**config.mk**
```make
export PLATFORM = sky130hd
export DESIGN_NAME = coin_dispenser_flat
export DESIGN_NICKNAME = d
export VERILOG_FILES = /design/src/rtl/coin_pkg.sv /design/src/rtl/coin_dispenser_if.sv /design/src/rtl/coin_tube.sv /design/src/rtl/coin_dispenser.sv /design/src/flat_wrapper.sv
export SDC_FILE = /design/constraint.sdc
export NUM_CORES = 1
export LEC_CHECK = 0
export BUFFER_PORTS_ARGS = -buffer_cell sky130_fd_sc_hd__buf_4
export CORE_MARGIN = 2
export CORE_UTILIZATION = 39
export CTS_BUF_LIST = sky130_fd_sc_hd__clkbuf_4 sky130_fd_sc_hd__clkbuf_8
export CTS_CLUSTER_DIAMETER = 100
export DETAILED_ROUTE_END_ITERATION = 16
export PLACE_DENSITY = 0.57
export REMOVE_ABC_BUFFERS = 1
export SLEW_MARGIN = 10
export SYNTH_ARGS = -nofsm -noshare
export SYNTH_HDL_FRONTEND = slang
export SYNTH_SLANG_ARGS = --single-unit
```
**constraint.sdc**
```tcl
create_clock -name clk -period 7.8 [get_ports clk]
set_input_delay 1.56 -clock clk [delete_from_list [all_inputs] [get_ports clk]]
set_output_delay 1.56 -clock clk [all_outputs]
set_load 0.03 [all_outputs]
```
**src/rtl/coin_pkg.sv**
```systemverilog
// coin_pkg: coin codes and FSM states shared by the coin dispenser and the vending FSM
package coin_pkg;
    typedef enum logic [1:0] {ST_IDLE, ST_DISPENSE, ST_GAP, ST_FINISH} state_t;
    localparam logic [1:0] COIN_NONE = 2'b00;
    localparam logic [1:0] COIN_5    = 2'b10;
    localparam logic [1:0] COIN_10   = 2'b01;
endpackage

```
**src/rtl/coin_dispenser_if.sv**
```systemverilog
// coin_dispenser_if: refund request, coin output, completion status and tube stock signals
interface coin_dispenser_if #(
    parameter int AMT_W   = 4,
    parameter int STOCK_W = 4
);
    logic               req_valid;
    logic [AMT_W-1:0]   req_units;
    logic               req_ready;
    logic [1:0]         coins;
    logic               done;
    logic               short;
    logic [AMT_W-1:0]   owed;
    logic               refill5;
    logic               refill10;
    logic [STOCK_W-1:0] stock5;
    logic [STOCK_W-1:0] stock10;
    modport master (
        output req_valid, req_units, refill5, refill10,
        input  req_ready, coins, done, short, owed, stock5, stock10
    );
    modport slave (
        input  req_valid, req_units, refill5, refill10,
        output req_ready, coins, done, short, owed, stock5, stock10
    );
endinterface

```
**src/rtl/coin_tube.sv**
```systemverilog
// coin_tube: saturating coin-tube stock counter; simultaneous inc and dec cancel out
module coin_tube #(
    parameter int W    = 4,
    parameter int INIT = 0
) (
    input  logic         clk,
    input  logic         reset,
    input  logic         i_inc,
    input  logic         i_dec,
    output logic [W-1:0] o_count
);
    logic [W-1:0] r_count;
    always_ff @(posedge clk or posedge reset) begin
        if (reset)
            r_count <= W'(INIT);
        else if (i_inc && !i_dec && r_count != '1)
            r_count <= r_count + 1'b1;
        else if (i_dec && !i_inc && r_count != '0)
            r_count <= r_count - 1'b1;
    end
    assign o_count = r_count;
endmodule

```
**src/rtl/coin_dispenser.sv**
```systemverilog
// coin_dispenser: pays a refund as 10c then 5c coin pulses, tracks tube stock and reports shortfall
module coin_dispenser import coin_pkg::*; #(
    parameter int AMT_W        = 4,
    parameter int STOCK_W      = 4,
    parameter int STOCK5_INIT  = 8,
    parameter int STOCK10_INIT = 8,
    parameter int GAP          = 1
) (
    input logic             clk,
    input logic             reset,
    coin_dispenser_if.slave bus
);
    localparam int GAP_W = (GAP > 1) ? $clog2(GAP) : 1;

    state_t             r_state, w_next;
    logic [AMT_W-1:0]   r_rem, r_owed;
    logic               r_short;
    logic [1:0]         r_coins;
    logic [GAP_W-1:0]   r_gap;
    logic [STOCK_W-1:0] w_stock5, w_stock10;
    logic               w_accept, w_pay10, w_pay5;

    assign w_accept = bus.req_valid && r_state == ST_IDLE;
    // decisions use pre-edge stock; 5c is only used when a 10c would overpay or is unavailable
    assign w_pay10  = r_state == ST_DISPENSE && r_rem >= AMT_W'(2) && w_stock10 != '0;
    assign w_pay5   = r_state == ST_DISPENSE && !w_pay10 && r_rem != '0 && w_stock5 != '0;

    always_comb begin
        w_next = r_state;
        case (r_state)
            ST_IDLE:     w_next = !w_accept ? ST_IDLE : (bus.req_units == '0 ? ST_FINISH : ST_DISPENSE);
            ST_DISPENSE: w_next = (w_pay10 || w_pay5) ? ST_GAP : ST_FINISH;
            ST_GAP:      w_next = r_gap != '0 ? ST_GAP : (r_rem == '0 ? ST_FINISH : ST_DISPENSE);
            default:     w_next = ST_IDLE;
        endcase
    end

    always_ff @(posedge clk or posedge reset) begin
        if (reset) begin
            r_state <= ST_IDLE;
            r_rem   <= '0;
            r_owed  <= '0;
            r_short <= 1'b0;
            r_coins <= COIN_NONE;
            r_gap   <= '0;
        end else begin
            r_state <= w_next;
            r_coins <= w_pay10 ? COIN_10 : w_pay5 ? COIN_5 : COIN_NONE;
            r_gap   <= r_state == ST_GAP ? r_gap - 1'b1 : GAP_W'(GAP - 1);
            if (w_accept) begin
                r_rem   <= bus.req_units;
                r_short <= 1'b0;
                r_owed  <= '0;
            end else if (w_pay10) begin
                r_rem <= r_rem - AMT_W'(2);
            end else if (w_pay5) begin
                r_rem <= r_rem - AMT_W'(1);
            end else if (r_state == ST_DISPENSE) begin
                r_short <= 1'b1;
                r_owed  <= r_rem;
            end
        end
    end

    coin_tube #(.W(STOCK_W), .INIT(STOCK5_INIT)) u_tube5 (
        .clk(clk), .reset(reset), .i_inc(bus.refill5), .i_dec(w_pay5), .o_count(w_stock5)
    );
    coin_tube #(.W(STOCK_W), .INIT(STOCK10_INIT)) u_tube10 (
        .clk(clk), .reset(reset), .i_inc(bus.refill10), .i_dec(w_pay10), .o_count(w_stock10)
    );

    assign bus.req_ready = r_state == ST_IDLE;
    assign bus.done      = r_state == ST_FINISH;
    assign bus.coins     = r_coins;
    assign bus.short     = r_short;
    assign bus.owed      = r_owed;
    assign bus.stock5    = w_stock5;
    assign bus.stock10   = w_stock10;
endmodule
```
**src/flat_wrapper.sv**
```systemverilog
// flat-port wrapper written by rule: the top's interface ports become plain ports
module coin_dispenser_flat import coin_pkg::*;
#(
    parameter int AMT_W        = 4,
    parameter int STOCK_W      = 4,
    parameter int STOCK5_INIT  = 8,
    parameter int STOCK10_INIT = 8,
    parameter int GAP          = 1
)
  (clk, reset, bus_req_valid, bus_req_units, bus_refill5, bus_refill10, bus_req_ready, bus_coins, bus_done, bus_short, bus_owed, bus_stock5, bus_stock10);
  coin_dispenser_if #(.AMT_W(AMT_W), .STOCK_W(STOCK_W)) bus_i ();
  input logic clk;
  input logic reset;
  input wire logic [$bits(bus_i.req_valid)-1:0] bus_req_valid;
  input wire logic [$bits(bus_i.req_units)-1:0] bus_req_units;
  input wire logic [$bits(bus_i.refill5)-1:0] bus_refill5;
  input wire logic [$bits(bus_i.refill10)-1:0] bus_refill10;
  output wire logic [$bits(bus_i.req_ready)-1:0] bus_req_ready;
  output wire logic [$bits(bus_i.coins)-1:0] bus_coins;
  output wire logic [$bits(bus_i.done)-1:0] bus_done;
  output wire logic [$bits(bus_i.short)-1:0] bus_short;
  output wire logic [$bits(bus_i.owed)-1:0] bus_owed;
  output wire logic [$bits(bus_i.stock5)-1:0] bus_stock5;
  output wire logic [$bits(bus_i.stock10)-1:0] bus_stock10;
  assign bus_i.req_valid = bus_req_valid;
  assign bus_i.req_units = bus_req_units;
  assign bus_i.refill5 = bus_refill5;
  assign bus_i.refill10 = bus_refill10;
  assign bus_req_ready = bus_i.req_ready;
  assign bus_coins = bus_i.coins;
  assign bus_done = bus_i.done;
  assign bus_short = bus_i.short;
  assign bus_owed = bus_i.owed;
  assign bus_stock5 = bus_i.stock5;
  assign bus_stock10 = bus_i.stock10;
  coin_dispenser #(.AMT_W(AMT_W), .STOCK_W(STOCK_W), .STOCK5_INIT(STOCK5_INIT), .STOCK10_INIT(STOCK10_INIT), .GAP(GAP)) u_core (.clk(clk), .reset(reset), .bus(bus_i));
endmodule
```
# Word-level counts from Yosys, hierarchy flattened
# Index checks and enable logic that the tools add are counted.
# W data, S select, Z words.
dict set report classes {
  n_addsub 7
  order_cmp 1
  n_eq_ne 7
  n_mux 24
  reduce_logical 30
}
# op n
set op_table {}
lappend op_table {{$mux W4} 11}
lappend op_table {{$logic_and A1 B1 Y1} 14}
lappend op_table {{$mux W2} 6}
lappend op_table {{$reduce_bool A4 Y1} 3}
lappend op_table {{$sub A4 B1 Y4 const B} 3}
lappend op_table {{$add A4 B1 Y4 const B} 2}
lappend op_table {{$logic_not A4 Y1} 2}
lappend op_table {{$ne A4 B4 Y1 const B} 2}
lappend op_table {{$mux W1} 6}
lappend op_table {{$pmux W2 S3} 1}
lappend op_table {{$reduce_bool A2 Y1} 3}
lappend op_table {{$eq A2 B2 Y1 const B} 2}
lappend op_table {{$ge A4 B2 Y1 const B} 1}
lappend op_table {{$logic_not A1 Y1} 4}
lappend op_table {{$ne A2 B1 Y1 const B} 2}
lappend op_table {{$sub A4 B2 Y4 const B} 1}
lappend op_table {{$reduce_and A3 Y1} 1}
lappend op_table {{$reduce_bool A3 Y1} 1}
lappend op_table {{$eq A2 B1 Y1 const B} 1}
lappend op_table {{$logic_not A2 Y1} 1}
lappend op_table {{$logic_or A1 B1 Y1} 1}
lappend op_table {{$sub A1 B1 Y1 const B} 1}
dict set report word_totals {
  ff_bits 22
  inputBits 9
  elab_cells 77
}

# Logic depth before layout (Yosys ltp)
dict set report logic_depth {
  depth_word 11
  ltp_mapped 11
}

# Hierarchy
# From an unflattened synthesis, not the netlist that was laid out.
dict set report hier_totals {
  cells_unflattened 133
  area_unflattened_um2 1353.8
}
# mod instances cells_each area_per_inst_um2 seq_area_each_um2
set modules_own_cells {}
lappend modules_own_cells {coin_dispenser 1 91 830.8 350.3}
lappend modules_own_cells {coin_tube 2 21 261.5 101.3}

# Worst setup path before layout
# OpenSTA, ideal clock, no wires.
dict set report synth_timing {
  path_type {input port to flip-flop}
  from {input bus_refill5}
  to {register u_core.u_tube5.r_count[3] (netlist: u_core.u_tube5.o_count[3])}
  setup_time_ps 85
  arrival_ps 2561
  setup_slack_ps 5154
  stages 7
  n_path_buf 0
  cell_sequence {nand3_4 -> ha_1 -> a21o_1 -> a21oi_1 -> nor2b_1 -> a2bb2oi_1 -> xnor2_1}
}
dict set report synth_between {
  elab_chain_len 4
  word_cells_on_any_way 7
}
# item line
set synth_rtl {}
lappend synth_rtl {{start, declared} flat_wrapper.sv:16} ;# input wire logic [$bits(bus_i.refill5)-1:0] bus_refill5;
lappend synth_rtl {{$logic_not A1 Y1} coin_tube.sv:18} ;# else if (i_dec && !i_inc && r_count != '0)
lappend synth_rtl {{$logic_and A1 B1 Y1 (2 in a row)} coin_tube.sv:18}
lappend synth_rtl {{$reduce_bool A2 Y1 (no line)} n/a}
lappend synth_rtl {{end signal, assigned} coin_tube.sv:15} ;# r_count <= W'(INIT);
lappend synth_rtl {{end signal, assigned} coin_tube.sv:17} ;# r_count <= r_count + 1'b1;
lappend synth_rtl {{end signal, assigned} coin_tube.sv:19} ;# r_count <= r_count - 1'b1;
lappend synth_rtl {{end, declared} coin_tube.sv:12} ;# logic [W-1:0] r_count;
# Several ways; a longest one is shown, not always the timed one.
# A chain may end at the register's enable or synchronous reset.

# Final worst setup path
dict set report layout_timing {
  from {register u_core.r_state[0]}
  to {output bus_done}
}
dict set report layout_between {
  elab_chain_len 1
}
# item line
set layout_rtl {}
lappend layout_rtl {{start, declared} coin_dispenser.sv:15} ;# state_t r_state, w_next;
lappend layout_rtl {{start signal, assigned} coin_dispenser.sv:47} ;# r_state <= w_next;
lappend layout_rtl {{$eq A2 B2 Y1} coin_dispenser.sv:73} ;# assign bus.done = r_state == ST_FINISH;
lappend layout_rtl {{end, declared} flat_wrapper.sv:20} ;# output wire logic [$bits(bus_i.done)-1:0] bus_done;
# Every way passes these cells.

==> results.py <==
metrics = {
    "floorplan": {
        "rows": 21,
        "top_level_ports": 26,
        "start_util": 0.399,
        "dieArea_um2": 3840,
        "core_um2": 3280,
        "die_y_um": 62.0,
        "die_w_um": 62.0,
    },
    "yosys": {
        "yosys.cell_types.count": 44,
        "syn_inst": 122,
        "avgSynthCellArea_um2": 10.7,
        "synth_flop_cell": "dfrtp_1",
        "synth_edf_count": 0,
        "async_reset_ff_frac": 1.00,
        "netlist_area_um2": 1310,
        "ys_warn_count": 0,
        "ys_seq_area_frac": 0.422,
        "ys_seq_elements": 22,
    },
    "cells_and_area": {
        "final_nets": 169,
        "instances_no_fill": 195,
        "postLayoutCellArea_um2": 1580,
        "layout_commonest_cell": "buf_4",
        "regArea_um2": 553,
        "multi_input_area_um2": 718,
        "drive_gt1_frac": 0.329,
        "area_growth_pct": 20.7,
        "diodes": 0,
        "layout_common_cells": "buf_4 (25), dfrtp_1 (20), nor2_1 (9), nand2_1 (8), ha_1 (8)",
        "n_fill_cell": 331,
    },
    "timing": {
        "rsz0062_at_grt": "no",
        "relSlewSlack": 0.441,
        "max_freq_mhz": 362,
        "setup_violations": 0,
        "hold_viol": 0,
        "worstMarginPinSlew_ns": 0.838,
        "fin_crit_sh": 0.354,
        "fin_crit_ns": 2.76,
        "maxSlewViolCount": 0,
        "fin_tns_setup_ns": 0,
        "whs_ns": 0.475,
        "clock_skew_ns": 0.00317,
    },
    "worst_setup_path": {
        "r2r_start": "u_core.r_rem[1]",
        "crit_cells": 2,
        "required_ns": 6.24,
        "cp_slowest_cell": "dfrtp_1",
        "timing.reg2reg.setup_slack_ns": 5.08,
        "max_stage_delay_ns": 0.55,
        "path_class": "flop to output port",
        "worst-path-buf-inv": 1,
        "worst-r2r-cell-count": 11,
        "cp_cell_sequence": "and2_1, buf_4",
        "cp-start-kind": "flop",
        "cp_max_fo": 10,
        "crit_family": "flip-flops",
        "crit_arrival_ns": 1.20,
        "r2r-end": "u_core.u_tube5.o_count[3]",
        "critPathCaptureType": "output port",
    },
    "cts": {
        "clockRootBuffer": "clkbuf_4",
        "cts_hold_buffers": 0,
        "cts_resized": 0,
        "cts_tree": "done",
        "clockBufferDepth": 2,
        "cts_setup_buffers": 0,
        "cts_max_level": 1,
        "clkSinkCount": 22,
        "clk_latency_ns": 0.31,
        "numCtsBuffers": 3,
        "clk_pin_slew_ns": 0.13,
    },
    "hold_path": {
        "worstHoldStart": "u_core.r_gap",
        "min_path_cells": 1,
        "hold_class": "flop to flop",
        "holdPathEnd": "u_core.r_gap",
    },
    "global_route": {
        "grt_max_degree": 23,
        "grt_usage": 0.157,
        "grt_pass1_wl_um": 4410,
        "antenna_found_initial": 0,
        "grt_pass1_vias": 888,
        "grt_overflow": 0,
    },
    "pwr": {
        "vdd_drop_max_mv": 0.215,
        "leakage_uw": 0.000751,
        "power.density_nw_per_um2": 495,
        "p_total_uw": 784,
    },
    "placed_design": {
        "gp_congestion": 0.762,
        "placed_cells": 191,
        "hpwl_um": 1980,
        "placed_area_um2": 1550,
        "port_buffers": 25,
    },
    "detailed_routing": {
        "first_pass_iters": 4,
        "drc": 0,
        "dr.first_iter.drc_count": 49,
        "ant_nets": 0,
        "wl_per_cell_um": 13.4,
        "via_count": 990,
        "vias_per_cell": 5.08,
        "routed_wl_um": 2620,
    },
    "status": {
        "outcome": "finished, final reports clean",
    },
    "flow_run": {
        "maxCapViolations": 0,
    },
}
synth_stat cells, types with 3 or more instances:
cell type | n | share of area
ha_1 | 8 | 0.076
a21oi_1 | 7 | 0.027
nand2b_1 | 3 | 0.014
nor2_1 | 9 | 0.026
xnor2_1 | 3 | 0.020
inv_1 | 7 | 0.020
dfrtp_1 | 20 | 0.38
a22o_1 | 5 | 0.033
mux2_2 | 3 | 0.026
nor2b_1 | 4 | 0.019
nand2_1 | 8 | 0.023
xor2_1 | 4 | 0.027
o21ai_0 | 3 | 0.011
logic make-up (layout without fill, tap and decap cells):
logic type / Yosys count / count (layout) / share of synthesized area
buf+inv: 10 / 37 / 0.0305
flops: 22 / 22 / 0.422
fa+ha+maj: 10 / 10 / 0.107
simple gates: 43 / 43 / 0.209
compound gates: 24 / 24 / 0.132
xor+xnor: 7 / 7 / 0.0468
mux: 6 / 6 / 0.0534
layer usage:
| layer | up-vias | track usage | share of wire |
|---|---|---|---|
| li1 | 486 | - | - |
| met4 | 0 | 0.0699 | 0.011 |
| met2 | 17 | 0.222 | 0.45 |
| met1 | 483 | 0.231 | 0.50 |
| met5 | - | 0 | 0 |
| met3 | 4 | 0.0290 | 0.039 |
sequential cells by signal (all words and copies together), names as in the netlist:
| register | flops |
|---|---|
| u_core.r_state | 2 |
| u_core.u_tube5.o_count | 4 |
| u_core.r_gap | 1 |
| u_core.bus.coins | 2 |
| u_core.bus.owed | 4 |
| u_core.bus.short | 1 |
| u_core.r_rem | 4 |
| u_core.u_tube10.o_count | 4 |
worst max path at each step:
stage                           start                          to  slack, ns
finish              u_core.r_state[0]                    bus_done       5.04
global route        u_core.r_state[0]                    bus_done       4.92
CTS                 u_core.r_state[0]                    bus_done       5.02
detailed placement       bus_refill10  u_core.u_tube10.o_count[3]       4.93
global placement          bus_refill5   u_core.u_tube5.o_count[3]       5.00
floorplan                 bus_refill5   u_core.u_tube5.o_count[3]       5.15
power by group:
| group | total, µW | switching, µW | internal, µW |
|---|---|---|---|
| logic | 469 | 254 | 215 |
| clock network | 65.0 | 36.5 | 28.5 |
| registers | 250 | 75.0 | 175 |
stage by stage:
step | util | worst slack [ns]
floorplan | - | 5.15
global placement | 0.471 | 5.00
detailed placement | 0.471 | 4.93
CTS | 0.482 | 5.02
global route | 0.482 | 4.92
finish | 0.482 | 5.04
cell type report:
class / count / area share
clock buffer: 4 / 0.0229
inverter: 8 / 0.0190
multi-input combinational: 90 / 0.454
sequential: 22 / 0.349
tap: 46 / 0.0364
timing repair buffer: 25 / 0.119
worst register-to-register path, stage by stage (launching register included):
cell       delay, ns
dfrtp_1         0.44
inv_1           0.15
ha_1            0.19
or3b_2          0.50
o2111ai_2       0.20
nand3_4         0.16
ha_1            0.31
a21o_1          0.18
a21oi_1         0.17
nor2b_1         0.15
a2bb2oi_1       0.08
xnor2_1         0.13
(Power assumes the default switching activity.)
